--- config.mk ---
export PLATFORM = sky130hd
export DESIGN_NAME = pipe_stage_buf
export DESIGN_NICKNAME = d
export VERILOG_FILES = /design/src/rtl/pipe_stage_buf.sv
export SDC_FILE = /design/constraint.sdc
export NUM_CORES = 1
export LEC_CHECK = 0
export BUFFER_PORTS_ARGS = -buffer_cell sky130_fd_sc_hd__buf_2
export CORE_ASPECT_RATIO = 2
export CORE_MARGIN = 2
export CORE_UTILIZATION = 30
export DETAILED_ROUTE_END_ITERATION = 8
export PLACE_DENSITY = 0.52
export SLEW_MARGIN = 5
export SYNTH_ARGS = -nofsm -noshare
export SYNTH_HDL_FRONTEND = slang
export SYNTH_SLANG_ARGS = --single-unit
--- constraint.sdc ---
create_clock -name clk -period 2.15 [get_ports clk]
set_clock_uncertainty 0.1 [all_clocks]
set_input_delay 0.1075 -clock clk [delete_from_list [all_inputs] [get_ports clk]]
set_output_delay 0.1075 -clock clk [all_outputs]
set_load 0.05 [all_outputs]
--- src/rtl/pipe_stage_buf.sv ---
// pipe_stage_buf -- elastic pipeline-stage register with valid/ready handshake.
//
// Sits between two pipeline stages.  The payload (in_data) is cleared to 0
// (a NOP) whenever the stage holds no live entry.  The keep field (in_keep,
// e.g. PC+4) is never zeroed by a bubble or flush.
//
// Parameters
//   DATA_W : payload width; reads 0 on bubble/flush
//   KEEP_W : sideband width; preserved across bubbles/flush
//   SKID   : 0 = single register, in_ready depends combinationally on out_ready
//            1 = main register + one skid entry, in_ready is a register decode
//
// Ports
//   clk, reset       : rising-edge clock, synchronous active-high reset
//   flush            : synchronous kill of every held entry
//   in_valid/in_ready/in_data/in_keep     : upstream handshake and payload
//   out_valid/out_ready/out_data/out_keep : downstream handshake and payload
//   occupancy        : live entries held (0..1 for SKID=0, 0..2 for SKID=1)
//
// Handshake: a transfer happens on a rising edge where valid and ready are
// both high.  in_fire = in_valid & in_ready, out_fire = out_valid & out_ready.
// Valid is never withdrawn by this stage except by flush or reset.  Entries
// leave in arrival order.
//
// Edge priority: reset > flush > normal transfer.  While flush is high,
// in_ready is 0, so an offered entry is never silently lost.
module pipe_stage_buf #(
  parameter int DATA_W = 32,
  parameter int KEEP_W = 32,
  parameter int SKID   = 1
) (
  input  logic              clk,
  input  logic              reset,
  input  logic              flush,
  input  logic              in_valid,
  output logic              in_ready,
  input  logic [DATA_W-1:0] in_data,
  input  logic [KEEP_W-1:0] in_keep,
  output logic              out_valid,
  input  logic              out_ready,
  output logic [DATA_W-1:0] out_data,
  output logic [KEEP_W-1:0] out_keep,
  output logic [1:0]        occupancy
);

  logic in_fire;
  logic out_fire;

  assign in_fire  = in_valid & in_ready;
  assign out_fire = out_valid & out_ready;

  if (SKID == 0) begin : g_single
    logic              valid_q, valid_d;
    logic [DATA_W-1:0] data_q,  data_d;
    logic [KEEP_W-1:0] keep_q,  keep_d;

    // The register may take a new entry when it is empty, or when its
    // current entry is leaving in the same cycle.
    assign in_ready = (!valid_q | out_ready) & !flush;

    always_comb begin
      valid_d = valid_q;
      data_d  = data_q;
      keep_d  = keep_q;
      if (flush) begin
        valid_d = 1'b0;
        data_d  = '0;
      end else if (in_fire) begin
        valid_d = 1'b1;
        data_d  = in_data;
        keep_d  = in_keep;
      end else if (out_fire) begin
        // Bubble: the payload becomes a NOP, and keep still shows the
        // entry that just left.
        valid_d = 1'b0;
        data_d  = '0;
      end
    end

    always_ff @(posedge clk) begin
      if (reset) begin
        valid_q <= 1'b0;
        data_q  <= '0;
        keep_q  <= '0;
      end else begin
        valid_q <= valid_d;
        data_q  <= data_d;
        keep_q  <= keep_d;
      end
    end

    assign out_valid = valid_q;
    assign out_data  = data_q;
    assign out_keep  = keep_q;
    assign occupancy = {1'b0, valid_q};

  end else begin : g_skid
    typedef enum logic [1:0] {
      ST_EMPTY = 2'd0,
      ST_ONE   = 2'd1,
      ST_TWO   = 2'd2
    } state_e;

    state_e            state_q;
    logic              valid_q;
    logic [1:0]        occ_q;
    logic [DATA_W-1:0] main_data_q;
    logic [KEEP_W-1:0] main_keep_q;
    logic [DATA_W-1:0] skid_data_q;
    logic [KEEP_W-1:0] skid_keep_q;

    // The skid entry is full only in ST_TWO.  in_ready decodes the registered
    // state alone, so there is no combinational path from out_ready.
    assign in_ready = (state_q != ST_TWO) & !flush;

    always_ff @(posedge clk) begin
      if (reset) begin
        state_q     <= ST_EMPTY;
        valid_q     <= 1'b0;
        occ_q       <= 2'd0;
        main_data_q <= '0;
        main_keep_q <= '0;
        skid_data_q <= '0;
        skid_keep_q <= '0;
      end else if (flush) begin
        // main_keep_q is deliberately left alone.
        state_q     <= ST_EMPTY;
        valid_q     <= 1'b0;
        occ_q       <= 2'd0;
        main_data_q <= '0;
        skid_data_q <= '0;
        skid_keep_q <= '0;
      end else begin
        case (state_q)
          ST_EMPTY: begin
            if (in_fire) begin
              state_q     <= ST_ONE;
              valid_q     <= 1'b1;
              occ_q       <= 2'd1;
              main_data_q <= in_data;
              main_keep_q <= in_keep;
            end
          end
          ST_ONE: begin
            if (in_fire && out_fire) begin
              // Full-throughput pass: replace the departing entry.
              main_data_q <= in_data;
              main_keep_q <= in_keep;
            end else if (in_fire) begin
              state_q     <= ST_TWO;
              occ_q       <= 2'd2;
              skid_data_q <= in_data;
              skid_keep_q <= in_keep;
            end else if (out_fire) begin
              state_q     <= ST_EMPTY;
              valid_q     <= 1'b0;
              occ_q       <= 2'd0;
              main_data_q <= '0;
            end
          end
          ST_TWO: begin
            // No input is accepted here, so only a departure matters.
            if (out_fire) begin
              state_q     <= ST_ONE;
              occ_q       <= 2'd1;
              main_data_q <= skid_data_q;
              main_keep_q <= skid_keep_q;
              skid_data_q <= '0;
              skid_keep_q <= '0;
            end
          end
          default: begin
            state_q     <= ST_EMPTY;
            valid_q     <= 1'b0;
            occ_q       <= 2'd0;
            main_data_q <= '0;
          end
        endcase
      end
    end

    assign out_valid = valid_q;
    assign out_data  = main_data_q;
    assign out_keep  = main_keep_q;
    // occupancy mirrors the FSM state, which makes the state visible.
    assign occupancy = occ_q;
  end

endmodule

==> results.toml <==
[floorplanning]
die-area_sq_um = 21500
pin_count = 137
core_region_area_sq_um = 19900
die_x_um = 105
die_height_um = 205
rows = 73
start_util_pct = 30.5

[finish]
drive_gt1_share_pct = 23.1
area_delta_synth_final_pct = 36.8
nets = 957
layout.cells.non_filler = 1163
n_antenna_cell = 0
final_util_pct = 41.8

[placed_design]
port_buffers = 136
placedCellCount = 1065
post-dp-hpwl_um = 12900
place.gp.congestion = 0.761

[worst_setup_path]
reg2reg_setup_slack_ps = 340
crit_type = "reg2out"
critical_path_buf_inv_count = 2
critPathMaxStageDelay_ps = 490
critical-path-slowest-cell = "dfxtp_2"
path_cells = "buf_4 > nor2b_1 > nor2_1 > buf_2"
worst_setup_path_end_kind = "output pin"
worst_ep_required_time_ps = 1940
arrival_ps = 1810
cp_max_fo = 18
cp-start-kind = "flip-flop"
critical_path.top_delay_family = "buffers and inverters"

[route]
drc = 0
vias = 6032
dr.pass1.iters = 4
avgRoutedWirePerCell_um = 17.4
vias_per_cell = 5.19
ant_nets = 0
drt_wl_total_um = 20300
initialDrtViolationCount = 213

[clocking]
htree_levels = 4
cts_tree = "done"
clock_sinks = 131
clockBufferDepth = 2
cts_root_buf = "clkbuf_16"
post-cts-setup-buffers = 0
clock_latency_ps = 430
cts_made_buffers = 17
clk_pin_slew_ps = 60

[power_and_ir_drop]
leakage_uw = 0.00324
ir_worst_vdd_mv = 0.344
power_density_nw_per_um2 = 799

[sta]
finalCriticalPeriod_ps = 2020
grt_setup_unrepaired = "no"
tightest_slew_ps = 615
worst_hold_slack_ps = 82.9
tns_ps = 0
final_hold_viol_count = 0
finalSetupViolCount = 0
report.final.slew_viol_count = 0
slew_headroom_pct = 59.0
fin_crit_sh_pct = 93.8
fmax_mhz = 496

[logic_synthesis]
syn_nets = 794
synthCells = 725
synth_top_area_share_pct = 43.1
synth_top_cell_by_area = "dfxtp_1"
avgSynthCellArea_sq_um = 8.39
yosysSeqAreaShare_pct = 43.1
synth_cell_types = 33
yosys_warnings = 0
synth.area.top_cells = "dfxtp_1 43%, a21oi_1 11%, mux2i_1 11%, nand2_1 8.0%, nand4_1 6.6%"
ys_seq_elements = 131
syn-cell-area_sq_um = 6080

[grt]
grt_remaining_overflow = 0
grt_pass1_wl_um = 31400
grt_pass1_vias = 5819
grt_max_degree = 65
grt_use_total_pct = 18.8
antenna_found_initial = 0

[hold_path]
hold_class = "in2reg"

[job]
maxCapViolCount = 0

[run_status]
outcome = "complete, no violations"
layer usage:
layer  up-vias  global-route usage [%]  routed length [um]
met2       149                    37.0               11300
met3        26                    2.88                 699
met1      2865                    19.3                7770
met5         -                       0                   0
li1       2992                       -                   -
met4         0                    8.24                 453
cells in the mapped netlist:
master,instances
o32ai_4,1
nand4_1,64
buf_4,5
o22ai_1,32
buf_1,7
buf_6,6
inv_2,1
o211ai_2,1
clkbuf_2,4
nor2b_1,1
a21oi_1,132
dfxtp_1,131
a221oi_1,1
nand2_2,1
nand3b_1,2
buf_2,24
nor3b_2,1
inv_1,1
mux2i_1,64
nand4b_1,1
o21ai_0,32
a21boi_2,1
o21bai_1,2
clkbuf_1,39
or4b_1,1
a311oi_1,33
nand2_1,129
a2bb2oi_2,1
nand4bb_1,1
nor3b_1,1
nand2b_1,2
nor2_1,1
or2_2,2
state kept, by name, summed over array words and instances, names as in the netlist:
name	cells
out_valid	1
g_skid.skid_data_q	32
out_keep	32
out_data	32
g_skid.skid_keep_q	32
occupancy	2
repair_timing:
action / in CTS / in global routing
hold endpoints to repair: 121 / 0
setup endpoints to repair: 0 / 1
hold buffers: 66 / 0
resized for setup: 0 / 1
area by class of cell:
| type | count | area, sq um |
|---|---|---|
| fill | 2075 | 11600 |
| clock inverter | 11 | 173 |
| tap | 262 | 328 |
| timing repair buffer | 229 | 1620 |
| clock buffer | 21 | 482 |
| multi-input combinational | 507 | 3080 |
| inverter | 2 | 7.51 |
| sequential | 131 | 2630 |
cell families (layout without fill, tap and decap cells):
logic type	after synthesis	in the layout	synth area share, %
buffers and inverters	87	263	7.00
muxes	64	64	10.5
DFF	131	131	43.1
and+or+nand+nor	207	207	16.3
AOI/OAI and AO/OA	236	236	23.0
worst register-to-register path, delay by kind of cell (launching register included):
family                 cells  cell delay, ps
AO/OA/AOI/OAI              3             590
buffers and inverters      1             300
flip-flops                 1             490
AND/OR/NAND/NOR            1             240
worst paths after layout:
path	from	endpoint	cells past startpoint
hold reg to reg	g_skid.skid_keep_q[29]	g_skid.skid_keep_q[29]	2
setup / recovery	occupancy[1]	in_ready	4
setup reg to reg	occupancy[1]	out_keep[19]	5
hold / removal	out_ready	out_valid	4
where the power goes:
group	switching (uW)	internal, uW	total, uW
clock network	1140	2080	3210
registers	35.2	2490	2520
logic	592	318	909
total	1770	4880	6650
per-stage QoR:
step | setup WS [ps] | instance area (sq um) | total power [uW]
2_1_floorplan | 91.7 | 6080 | 3120
3_3_place_gp | 410 | 7000 | 3400
3_5_place_dp | 363 | 7000 | 3400
4_1_cts | 109 | 8310 | 6720
5_1_grt | 34.9 | 8320 | 6890
6_report | 134 | 8320 | 6650
layout by cell type (no fill, tap or decap), drive strengths merged, types with 3 or more instances in the layout:
master | Yosys | layout
dfxtp | 131 | 131
clkinvlp | 0 | 4
o22ai | 32 | 32
nand4 | 64 | 64
a311oi | 33 | 33
a21oi | 132 | 132
o21ai | 32 | 32
buf | 42 | 163
bufinv | 0 | 4
dlygate4sd3 | 0 | 66
mux2i | 64 | 64
clkbuf | 43 | 21
nand2 | 130 | 130
inv | 2 | 3
(Power assumes the default switching activity.)
